## config.mk

```make
export PLATFORM = sky130hd
export DESIGN_NAME = resilient_stage_seq
export DESIGN_NICKNAME = d
export VERILOG_FILES = /design/src/rtl/resilient_stage_seq.sv
export SDC_FILE = /design/constraint.sdc
export NUM_CORES = 1
export LEC_CHECK = 0
export BUFFER_PORTS_ARGS = -buffer_cell sky130_fd_sc_hd__clkbuf_2
export CAP_MARGIN = 20
export CORE_ASPECT_RATIO = 1.5
export CORE_UTILIZATION = 55
export DETAILED_ROUTE_END_ITERATION = 8
export HOLD_SLACK_MARGIN = 0.15
export PLACE_DENSITY = 0.75
export REMOVE_ABC_BUFFERS = 1
export SLEW_MARGIN = 20
export SYNTH_ARGS = -nofsm -noshare
export SYNTH_HDL_FRONTEND = slang
export SYNTH_SLANG_ARGS = --single-unit
```

## constraint.sdc

```tcl
create_clock -name clk -period 2.3 [get_ports clk]
set_input_delay 0.23 -clock clk [delete_from_list [all_inputs] [get_ports clk]]
set_output_delay 0.23 -clock clk [all_outputs]
set_load 0.1 [all_outputs]
```

## src/rtl/resilient_stage_seq.sv

```systemverilog
// Self-timed pipeline stage controller with shadow-latch error recovery.
// Sequences left/right 4-phase handshakes around a sample/evaluate/recover window.
module resilient_stage_seq #(
  parameter int SAMPLE_CYCLES = 2,
  parameter int TIMEOUT       = 8
) (
  input  logic       clk,
  input  logic       rst,
  input  logic       Lreq,
  output logic       Lack,
  output logic       Rreq,
  input  logic       Rack,
  output logic       latch_en,
  output logic       sample,
  input  logic       Err0,
  input  logic       Err1,
  output logic       recover,
  output logic [7:0] err_cnt,
  output logic       fault,
  output logic       busy
);

  typedef enum logic [2:0] {
    S_IDLE,
    S_CAPTURE,
    S_SAMPLE,
    S_EVAL,
    S_RECOVER,
    S_OUTREQ,
    S_ACK
  } state_t;

  localparam logic [3:0] SAMP_LAST = 4'(SAMPLE_CYCLES - 1);
  localparam logic [7:0] TO_LAST   = 8'(TIMEOUT - 1);

  state_t     state_reg, state_next;
  logic [3:0] samp_cnt_reg, samp_cnt_next;
  logic [7:0] to_cnt_reg, to_cnt_next;
  logic [7:0] err_cnt_reg, err_cnt_next;
  logic       fault_reg, fault_next;
  logic [1:0] err_pair;

  assign err_pair = {Err1, Err0};

  always_ff @(posedge clk or posedge rst) begin
    if (rst) begin
      state_reg    <= S_IDLE;
      samp_cnt_reg <= '0;
      to_cnt_reg   <= '0;
      err_cnt_reg  <= '0;
      fault_reg    <= 1'b0;
    end else begin
      state_reg    <= state_next;
      samp_cnt_reg <= samp_cnt_next;
      to_cnt_reg   <= to_cnt_next;
      err_cnt_reg  <= err_cnt_next;
      fault_reg    <= fault_next;
    end
  end

  always_comb begin
    state_next    = state_reg;
    samp_cnt_next = samp_cnt_reg;
    to_cnt_next   = to_cnt_reg;
    err_cnt_next  = err_cnt_reg;
    fault_next    = fault_reg;

    case (state_reg)
      S_IDLE: begin
        if (Lreq) begin
          state_next    = S_CAPTURE;
          samp_cnt_next = '0;
          // Data rails must be at spacer when a new token is captured.
          if (err_pair != 2'b00) fault_next = 1'b1;
        end
      end
      S_CAPTURE: state_next = S_SAMPLE;
      S_SAMPLE: begin
        if (samp_cnt_reg == SAMP_LAST) begin
          state_next    = S_EVAL;
          samp_cnt_next = '0;
          to_cnt_next   = '0;
        end else begin
          samp_cnt_next = samp_cnt_reg + 4'd1;
        end
      end
      S_EVAL: begin
        case (err_pair)
          2'b01: begin
            state_next  = S_OUTREQ;
            to_cnt_next = '0;
          end
          2'b10: begin
            state_next  = S_RECOVER;
            to_cnt_next = '0;
          end
          2'b11: begin
            state_next  = S_RECOVER;
            to_cnt_next = '0;
            fault_next  = 1'b1;
          end
          default: begin
            // A stuck spacer is treated as an error, not a protocol fault.
            if (to_cnt_reg == TO_LAST) begin
              state_next  = S_RECOVER;
              to_cnt_next = '0;
            end else begin
              to_cnt_next = to_cnt_reg + 8'd1;
            end
          end
        endcase
      end
      S_RECOVER: begin
        state_next = S_OUTREQ;
        if (err_cnt_reg != 8'hFF) err_cnt_next = err_cnt_reg + 8'd1;
      end
      S_OUTREQ: begin
        if (Rack) state_next = S_ACK;
      end
      S_ACK: begin
        if (!Lreq && !Rack) state_next = S_IDLE;
      end
      default: state_next = S_IDLE;
    endcase

    // Left side withdrew its request before being acknowledged.
    if ((state_reg == S_CAPTURE || state_reg == S_SAMPLE || state_reg == S_EVAL ||
         state_reg == S_RECOVER || state_reg == S_OUTREQ) && !Lreq)
      fault_next = 1'b1;

    // Right side acknowledged something it was never offered.
    if ((state_reg == S_IDLE || state_reg == S_CAPTURE || state_reg == S_SAMPLE ||
         state_reg == S_EVAL) && Rack)
      fault_next = 1'b1;
  end

  assign latch_en = (state_reg == S_CAPTURE) || (state_reg == S_RECOVER);
  assign sample   = (state_reg == S_SAMPLE);
  assign recover  = (state_reg == S_RECOVER);
  assign Rreq     = (state_reg == S_OUTREQ);
  assign Lack     = (state_reg == S_ACK);
  assign busy     = (state_reg != S_IDLE);
  assign err_cnt  = err_cnt_reg;
  assign fault    = fault_reg;

endmodule

```

==> results.md <==
- Clock Skews: 3.29 ps
- Total number of vias: 1041
- Final-report hold violation count: 0
- Die area: 2680 sq um
- Placement Setup Slack: 415 ps
- WHS Path Cells: 3
- Hold slack: 206 ps
- Vias in the first global route: 1080
- Setup violations, final: 0
- Final min period: 2100 ps
- Crit path required time: 2070 ps
- Crit path cell chain: nor3b_2 -> clkbuf_2
- Layout net count: 171
- Post_cts resized: 0
- Post-Layout Cell Count: 183
- H-tree depth: 1
- WL final: 2.47 mm
- CP max stage delay: 620 ps
- Top cells by area, synth: dfrtp_1, xnor2_1, nor2_1, o21ai_0, ha_1
- Clock buffer depth: 2
- Routed wl met2: 1.35 mm
- Share of the synthesized area in the top cell type: 44.1%
- CTS tree: done
- Metal3 WL: 65 microns
- WL/cell: 13.5 microns
- CP max FO: 16
- Syn_area_per_cell: 9.87 sq um
- Register area share after synthesis: 44.1%
- Die height: 63.0 microns
- P_int: 0.863 mW
- Pwr dens: 1310 nW/um^2
- CP Capture Type: output port
- Core ar.: 2290 sq um
- Clk root buf: clkbuf_4
- Register share of total power: 34.2%
- CP bufs+invs: 1
- I/O Buffers: 20
- Mapped Area: 1360 sq um
- Synth unique cells: 39
- Total GRT Usage: 21.6%
- Placer Congestion: 0.838
- #FFs+latches synth: 24
- Vias per cell: 5.69
- Switch Pwr: 1.12 mW
- Static Leak: 0.675 nW
- Fin. max-slew vios: 0
- TritonRoute pass-1 iters: 4
- DRT iter0 DRCs: 25
- Dpl cells: 178
- Layout area overhead: 10.8%
- Antenna-violating nets left: 0
- Synth Instances: 138
- Cell taking the most area after synthesis: dfrtp_1
- Sw Ratio: 56.4%
- Top sig layer: met4
- Total CTS buffers: 3
- Startpoint Class: flip-flop
- Clk_lat worst skew: 330 ps
- Crit-path leading delay family: flip-flops
- Clock power frac: 11.6%
- Worst-margin pin slew: 874 ps
- Met1 Wirelength: 1.01 mm
- DRC violations left: 0
- Fillers: 186
- Diode count: 0
- CTS Sinks: 24
- Clk slew on worst S/H paths: 130 ps
- Initial antenna violation count: 0
- DIE WIDTH: 42.6 microns
- Cell row count: 21
- Peak VDD IR: 1200 uV
- Worst Reg-to-Reg Cells: 5
- PnR worst setup slack: 198 ps
- RSZ-0062 raised after global routing: false
- Slowest CP cell: dfrtp_1
- Cell count along the critical path: 2
- Maximum Capacitance Violations: 0
- Total grt overflow: 0
- Post-DP HPWL: 1.92 mm
- Status: finished, final reports clean
- Critical path class: reg2out
- Relative slew slack: 41.6%
- Hold Path Class: in2reg
- Pin count of the biggest net entering global routing: 25
- Layout cell share with drive strength beyond 1: 23.1%
- Crit path DAT: 1870 ps
- Num ports: 21
- Combinational power share: 54.2%
- Setup Buffers After CTS: 0
- Fmax: 0.476 GHz
- Synth warn: 0
- Initial Utilization: 59.6%
- Global-route wire length before repair: 4.48 mm
- Tcrit/Tclk final: 91.4%
[layout make-up]
| type | instances | area (sq um) | share of cell area [%] |
|---|---|---|---|
| multi-input cells | 105 | 712 | 47.1 |
| flip-flops and latches | 24 | 601 | 39.8 |
| repair buffers | 21 | 110 | 7.29 |
| clock buffers | 4 | 36.3 | 2.40 |
| well taps | 23 | 28.8 | 1.91 |
| inverters | 6 | 22.5 | 1.49 |
[per-layer routing]
layer	track usage [%]	vias up
li1	-	527
met1	22.4	493
met2	40.5	16
met3	2.89	5
met4	10.2	0
met5	0	-
[metrics by stage]
step	cell area, sq um	total power, mW	util [%]	TNS [ps]
2_1_floorplan	1340	1.57	-	-5110
3_3_place_gp	1460	1.73	64.0	0
3_5_place_dp	1460	1.76	64.0	0
4_1_cts	1510	1.99	66.1	0
5_1_grt	1510	2.10	66.1	0
6_report	1510	1.98	66.1	0
[cells in the final DEF, fill, tap and decap left out, drive strengths merged, types with 2 or more instances in the layout]
master and instances:
xor2 2, a21oi 2, o21ai 14, nand4 3, nor3b 5, nand3 5
nand2b 4, ha 4, nand2 13, clkbuf 24, dfrtp 24, nor2 19
a31oi 3, nor2b 2, nor3 3, inv 6, o31ai 2, xnor2 11
mux2 3
[worst reg2reg max path, stage by stage (launching register included)]
cell and delay (ps):
dfrtp_1 610, nor2b_4 300, nand3_1 150, a31o_1 280, o2111ai_2 110, mux2_1 360
[power by group through the flow]
stage / clock network [mW] / logic (mW) / registers [mW]
2_1_floorplan: 0 / 0.710 / 0.858
3_3_place_gp: 0 / 1.05 / 0.675
3_5_place_dp: 0 / 1.08 / 0.685
4_1_cts: 0.232 / 1.08 / 0.677
5_1_grt: 0.252 / 1.14 / 0.699
6_report: 0.230 / 1.07 / 0.677
[cells by family (layout without fill, tap and decap cells)]
logic type | Yosys count | count (layout) | synth area share (%)
and+or+nand+nor | 58 | 58 | 23.5
xor gates and xnor gates | 13 | 13 | 8.36
AOI/OAI and AO/OA | 27 | 27 | 14.2
muxes | 3 | 3 | 2.48
DFF | 24 | 24 | 44.1
buffers and inverters | 9 | 31 | 3.67
adders and majority gates | 4 | 4 | 3.67
[Yosys cell counts]
cell / instances
a21boi_0: 1
a21oi_1: 2
a22o_1: 1
a31o_1: 1
a31oi_1: 2
a31oi_2: 1
and3_1: 1
and4_1: 1
buf_2: 1
buf_6: 2
dfrtp_1: 24
ha_1: 4
inv_1: 5
inv_2: 1
mux2_1: 2
mux2_2: 1
nand2_1: 12
nand2_2: 1
nand2b_1: 4
nand3_1: 5
nand4_1: 3
nor2_1: 19
nor2b_1: 1
nor2b_4: 1
nor3_1: 2
nor3_2: 1
nor3b_1: 2
nor3b_2: 3
nor4_2: 1
nor4b_1: 1
o2111ai_2: 1
o211ai_4: 1
o21ai_0: 12
o21ai_1: 1
o21ai_2: 1
o311ai_0: 1
o31ai_1: 2
xnor2_1: 11
xor2_1: 2
[worst paths after layout]
check | start | to | slack (ps)
setup / recovery | state_reg[0] | sample | 200
max in group asynchronous | rst | to_cnt_reg[6] | 1170
hold reg to reg | err_cnt[5] | err_cnt[5] | 530
hold / removal | Rack | fault | 210
min in group asynchronous | rst | err_cnt[7] | 590
setup reg to reg | state_reg[1] | state_reg[1] | 380
[what timing repair did]
item                                    in CTS  in global routing
endpoints found under the setup margin       0                  0
hold buffers                                 1                  0
hold endpoints to repair                    24                  0
Note: power is estimated with default switching activity, not from simulation.
